**src/rtl/decoder_pipe_n.sv**
```systemverilog
// Registered N-to-2^N decoder with one-hot, thermometer and walking-one scan modes.
// A single output register stage sits between valid/ready handshakes on both sides.
module decoder_pipe_n #(
   parameter int IN_W = 5
) (
   input  logic                   clk,
   input  logic                   rst,
   input  logic                   in_valid,
   output logic                   in_ready,
   input  logic [IN_W-1:0]        in,
   input  logic [1:0]             mode,
   input  logic                   enable,
   output logic                   out_valid,
   input  logic                   out_ready,
   output logic [(2**IN_W)-1:0]   out,
   output logic                   busy
);

   localparam int OUT_W = 2**IN_W;

   typedef enum logic [1:0] {IDLE, HOLD, SCAN} state_t;

   state_t           state;
   state_t           state_next;
   logic [OUT_W-1:0] out_reg;
   logic [OUT_W-1:0] decoded;
   logic [IN_W-1:0]  idx;
   logic             accept;
   logic             scan_last;
   logic             start_scan;

   assign accept     = in_valid && in_ready;
   assign scan_last  = (idx == '1);
   // A scan starting at the top bit is a single beat, so it is treated as a plain hold.
   assign start_scan = (mode == 2'b10) && enable && (in != '1);
   assign out        = out_reg;

   always_comb begin
      decoded = '0;
      if (enable) begin
         for (int i = 0; i < OUT_W; i++) begin
            case (mode)
               2'b00, 2'b10: decoded[i] = (i == int'(in));
               2'b01:        decoded[i] = (i <= int'(in));
               default:      decoded[i] = 1'b0;
            endcase
         end
      end
   end

   always_ff @(posedge clk) begin
      if (rst) begin
         state <= IDLE;
      end else begin
         state <= state_next;
      end
   end

   always_comb begin
      state_next = state;
      case (state)
         IDLE: begin
            if (accept) state_next = start_scan ? SCAN : HOLD;
         end
         HOLD: begin
            if (out_ready) begin
               if (accept) state_next = start_scan ? SCAN : HOLD;
               else        state_next = IDLE;
            end
         end
         SCAN: begin
            if (out_ready && scan_last) state_next = IDLE;
         end
         default: state_next = IDLE;
      endcase
   end

   always_comb begin
      in_ready  = 1'b0;
      out_valid = 1'b0;
      busy      = 1'b0;
      case (state)
         IDLE: in_ready = 1'b1;
         HOLD: begin
            out_valid = 1'b1;
            in_ready  = out_ready;
         end
         SCAN: begin
            out_valid = 1'b1;
            busy      = 1'b1;
         end
         default: ;
      endcase
   end

   // The word register changes only on accept or when downstream takes the current beat.
   always_ff @(posedge clk) begin
      if (rst) begin
         out_reg <= '0;
         idx     <= '0;
      end else if (accept) begin
         out_reg <= decoded;
         idx     <= in;
      end else if (state == SCAN && out_ready) begin
         out_reg <= scan_last ? '0 : (out_reg << 1);
         idx     <= idx + IN_W'(1);
      end else if (state == HOLD && out_ready) begin
         out_reg <= '0;
      end
   end

endmodule

```
**config.mk**
```make
export PLATFORM = sky130hd
export DESIGN_NAME = decoder_pipe_n
export DESIGN_NICKNAME = d
export VERILOG_FILES = /design/src/rtl/decoder_pipe_n.sv
export SDC_FILE = /design/constraint.sdc
export NUM_CORES = 1
export LEC_CHECK = 0
export ABC_AREA = 1
export BUFFER_PORTS_ARGS = -buffer_cell sky130_fd_sc_hd__clkbuf_2
export CAP_MARGIN = 20
export CORE_ASPECT_RATIO = 0.75
export CORE_UTILIZATION = 56
export DETAILED_ROUTE_END_ITERATION = 10
export GPL_ROUTABILITY_DRIVEN = 0
export PLACE_DENSITY = 0.8
export SLEW_MARGIN = 20
export SYNTH_ARGS = -nofsm -noshare
export SYNTH_HDL_FRONTEND = slang
export SYNTH_SLANG_ARGS = --single-unit
```
**constraint.sdc**
```tcl
create_clock -name clk -period 1.6 [get_ports clk]
set_input_delay 0 -clock clk [delete_from_list [all_inputs] [get_ports clk]]
set_output_delay 0 -clock clk [all_outputs]
set_load 0.05 [all_outputs]
```
## After elaboration in Yosys (flattened, before gate mapping)

Index checks and enable logic that the tools add are counted.

- Bits of input ports: 12
- Output and inout port bits: 35
- Logic and storage cells: 137
- Bits in registers: 39

- Magnitude comparators: 31
- Reduce and logical (&&, ||, !) cells: 14
- Add/sub/neg operators: 1
- Equal/unequal tests: 40
- Mux-type cells: 48

Operators by type and width:

| kind | number |
|---|---|
| $mux 32 | 5 |
| $eq 5x5->1 const A | 16 |
| $le 5x5->1 const A | 16 |
| $pmux 1 s2 | 33 |
| $eq 4x5->1 const A | 8 |
| $le 4x5->1 const A | 8 |
| $eq 3x5->1 const A | 4 |
| $le 3x5->1 const A | 4 |
| $eq 2x5->1 const A | 2 |
| $le 2x5->1 const A | 2 |
| $mux 2 | 5 |
| $mux 5 | 2 |
| $logic_and 1x1->1 | 6 |
| $ne 2x2->1 const B | 3 |
| $pmux 2 s3 | 1 |
| $add 5x1->5 const B | 1 |
| $eq 1x5->1 const A | 1 |
| $eq 5x5->1 const B | 1 |
| $le 1x5->1 const A | 1 |
| $logic_not 5->1 | 1 |
| $ne 5x5->1 const B | 1 |
| $eq 2x1->1 const B | 2 |
| $eq 2x2->1 const B | 2 |
| $logic_not 2->1 | 2 |
| other kinds (5) | 7 |

## Longest topological paths before layout

- Depth in word-level cells: 7
- Gate-level depth with buffers: 11
- Mapped depth without buffers: 10

## Worst setup path after synthesis

No wires, ideal clock.

- Path kind: reg2reg
- Start point: reg state[0]
- End point: reg out_reg[5], in the netlist out[5]
- Required time: 1.530 ns
- Slack: -0.264 ns
- Arrival time: 1.794 ns
- Buffers on the path: 2
- Stages on the path, launching flop included: 11
- Period minus slack after synthesis: 1.864 ns
- Setup time: 0.070 ns
- Cell sequence: dfxtp_1 inv_1 ha_1 nand2_1 buf_4 nor2_4 buf_4 nand3_1 nand2_1 inv_1 a21oi_1

- Longest elaborated chain between the ends: 4
- Elaborated cells on any way between the ends: 10
- Classes of those cells: eq/ne: 2; mux: 3; reduce/logical: 5

Ends and longest elaborated chain:

| item | line | RTL |
|---|---|---|
| start, declared | 23 | `state_t state;` |
| start signal, assigned | 55 | `state <= state_next;` |
| $eq 2x1->1, or another cell as far along | 82, 107 |  |
| $pmux 1 s2 or $logic_and 1x1->1 (tied branches) | 82, 104 |  |
| $logic_and 1x1->1 or $mux 32 (tied branches) | 32, 104 |  |
| $reduce_bool 3->1 (no line) or $mux 32 (tied branches) | - |  |
| end signal, assigned | 102 | `out_reg <= decoded;` |
| end signal, assigned | 105 | `out_reg <= scan_last ? '0 : (out_reg << 1);` |
| end, declared | 25 | `logic [OUT_W-1:0] out_reg;` |

Several ways; a longest one is shown, not always the timed one.
A chain may end at the register's enable or synchronous reset.

## Worst setup path after layout

- Start point: reg state[0]
- End point: reg out_reg[28], in the netlist out[28]

Same word-level chain as after synthesis.

==> results_dict.tcl <==
set metrics [dict create \
    first_pass_iters 6 \
    timing.fmax_ghz 0.591 \
    grt_pass1_vias 2614 \
    syn-num-nets 455 \
    largest_register_ffs 32 \
    critPathCapture "out[28]" \
    start_kind "flop" \
    crit_arrival_ps 1870 \
    grt_pass1_wl_um 12200 \
    fillCellCount 320 \
    cp-startpoint "state[0]" \
    hpwlAfterDp_um 5370 \
    power.density_nw_per_um2 2020 \
    reg2regPathDepth 8 \
    clock_skew_ps 7.62 \
    p_total_mw 7.15 \
    area_delta_synth_final_pct 36.2 \
    core_um2 4470 \
    numClockSinks 39 \
    portBuffers 46 \
    slew_headroom_pct 64.5 \
    postPlaceCellArea_um2 3020 \
    remaining_drc_errors 0 \
    wl_per_cell_um 16.6 \
    slowest_stage "dfxtp_2" \
    synth.area.top_cells "dfxtp_1 (30%), nand2_1 (16%), nand3_1 (11%)" \
    antenna_found_initial 0 \
    numCtsBuffers 5 \
    die_w_um 80.7 \
    grt_usage_pct 32.5 \
    num_antenna_cells 0 \
    required_ps 1780 \
    cts_max_path_buffers 2 \
    power_leakage_nw 1.70 \
    critPathKind "flop to flop" \
    grt_overflow_total 0 \
    ys.flop_type "dfxtp_1" \
    synth-async-reset-ratio_pct 0 \
    yosysSeqAreaShare_pct 30.0 \
    yosysWarnings 0 \
    fin_crit_sh_pct 106 \
    r2r_slack_ps -90 \
    io_pins 47 \
    setup_viol 9 \
    netlist_top_cells_count "nand2_1 (113), nand3_1 (59), nor2_1 (49), o21ai_0 (47), inv_1 (45)" \
    synth_top_area_share_pct 30.0 \
    violations "setup timing" \
    crit_chain "inv_2, buf_4, ha_4, nand2_4, nand3_4, buf_12, o21ai_0, a21oi_1" \
    cts_tree "built" \
    min_path_type "primary input to flop" \
    clk_pin_slew_ps 80 \
    cp-end-kind "flop" \
    fin_nets 527 \
    ant_nets 0 \
    via_per_inst 6.14 \
    synth_most_common_cell "nand2_1" \
    min_period_ps 1690 \
    final_area_um2 3550 \
    synth-seq-cells 39 \
    fp-row-count 21 \
    wl_um 9430 \
    postSynthCellCount 438 \
    die_area_um2 4930 \
    synth_edf_count 0 \
    synth.largest_area_cell "dfxtp_1" \
    r2r_end "out[28]" \
    cts_root_buf "clkbuf_8" \
    ir_worst_vdd_mv 1.38 \
    grt_max_degree 37 \
    synth.avg_cell_area_um2 5.94 \
    status "finished, violations left" \
    vias 3490 \
    fin_ws_ps -93.2 \
    worst_pin_slew_ps 531 \
    crit_path_max_incr_delay_ps 360 \
    initial_utilization_pct 58.3 \
    r2r_start "state[0]" \
    rsz0062_at_grt "yes" \
    yosysUniqueCellTypes 21 \
    drv_slew 0 \
    drive_gt1_share_pct 28.0 \
    cts.htree.levels 2 \
    syn_area_um2 2600 \
    cp_max_fo 12 \
    die_h_um 61.0 \
    drtIter0Drc 558 \
    finalHoldViolCount 0 \
    cap_violations 0 \
    clock_latency_ps 290 \
]
==> area by class of cell <==
cell class	instances	area, um2	share of cell area, %
flip-flops and latches	39	786	22.2
clock inverters	1	5.00	0.141
multi-input cells	332	1750	49.2
well taps	57	71.3	2.01
clock buffers	7	76.3	2.15
inverters	45	171	4.83
repair buffers	87	691	19.5
==> through the flow <==
step,instances,setup TNS [ps],setup slack [ps],hold slack [ps],util (%)
detailed placement,543,-876,-114,234,67.7
global placement,543,0,8.29,231,67.7
floorplan,438,0,4.83,69.1,-
CTS,555,0,13.7,123,71.2
global route,568,-2080,-127,153,79.4
finish,568,-212,-93.2,122,79.4
==> kinds of logic (layout without fill, tap and decap cells) <==
kind of cell               count (synthesis)  count (layout)  synth area share, %
xor gates and xnor gates                   1               1                0.337
DFF                                       39              39                 30.0
adders and majority gates                  5               5                 2.40
buffers and inverters                     68             140                 11.2
AOI/OAI and AO/OA                         87              87                 16.8
and+or+nand+nor                          238             239                 39.2
==> power by group <==
group / internal [mW] / switching [mW]
clock network: 0.306 / 0.352
registers: 1.36 / 0.313
logic: 1.61 / 3.21
==> per-layer routing <==
layer	share of wire [%]	track usage (%)	vias up	routed length [um]
li1	-	-	1575	-
met1	40	45.3	1572	3750
met2	43	50.7	278	4030
met3	14	7.56	65	1290
met4	3.7	9.44	0	350
met5	0	0	-	0
==> placed cells by master, fill, tap and decap left out, types with 10 or more instances in the layout <==
cell type | netlist | routed
clkbuf_2 | 1 | 46
buf_4 | 5 | 22
dfxtp_1 | 39 | 35
nor2_1 | 49 | 48
nand2_1 | 113 | 109
inv_1 | 45 | 41
a21oi_2 | 0 | 19
a21oi_1 | 36 | 17
o21ai_0 | 47 | 30
nand3_1 | 59 | 53
o21ai_1 | 3 | 19
buf_6 | 0 | 10
==> worst min-delay path by stage <==
stage / slack (ps) / end / depth (start not counted) / startpoint
floorplan: 70 / idx[4] / 1 / rst
global placement: 230 / idx[4] / 2 / rst
detailed placement: 230 / idx[4] / 2 / rst
CTS: 120 / idx[2] / 3 / in[2]
global route: 150 / idx[2] / 3 / in[2]
finish: 120 / idx[2] / 3 / in[2]
==> critical path: cells and delay by family, from the launching register on <==
family	cells	cell delay, ps
AO/OA/AOI/OAI	2	290
adder cells (fa/ha/maj)	1	160
buffers and inverters	3	430
flip-flops	1	360
AND/OR/NAND/NOR	2	330
==> repair_timing <==
| item | 4_1_cts | 5_1_grt |
|---|---|---|
| hold buffers | 1 | 0 |
| setup endpoints to repair | 31 | 37 |
| buffers inserted | 1 | 8 |
| gates cloned | 2 | 6 |
| hold endpoints to repair | 3 | 0 |
| resized for setup | 9 | 71 |
| pin swaps | 2 | 22 |
(Power assumes the default switching activity.)
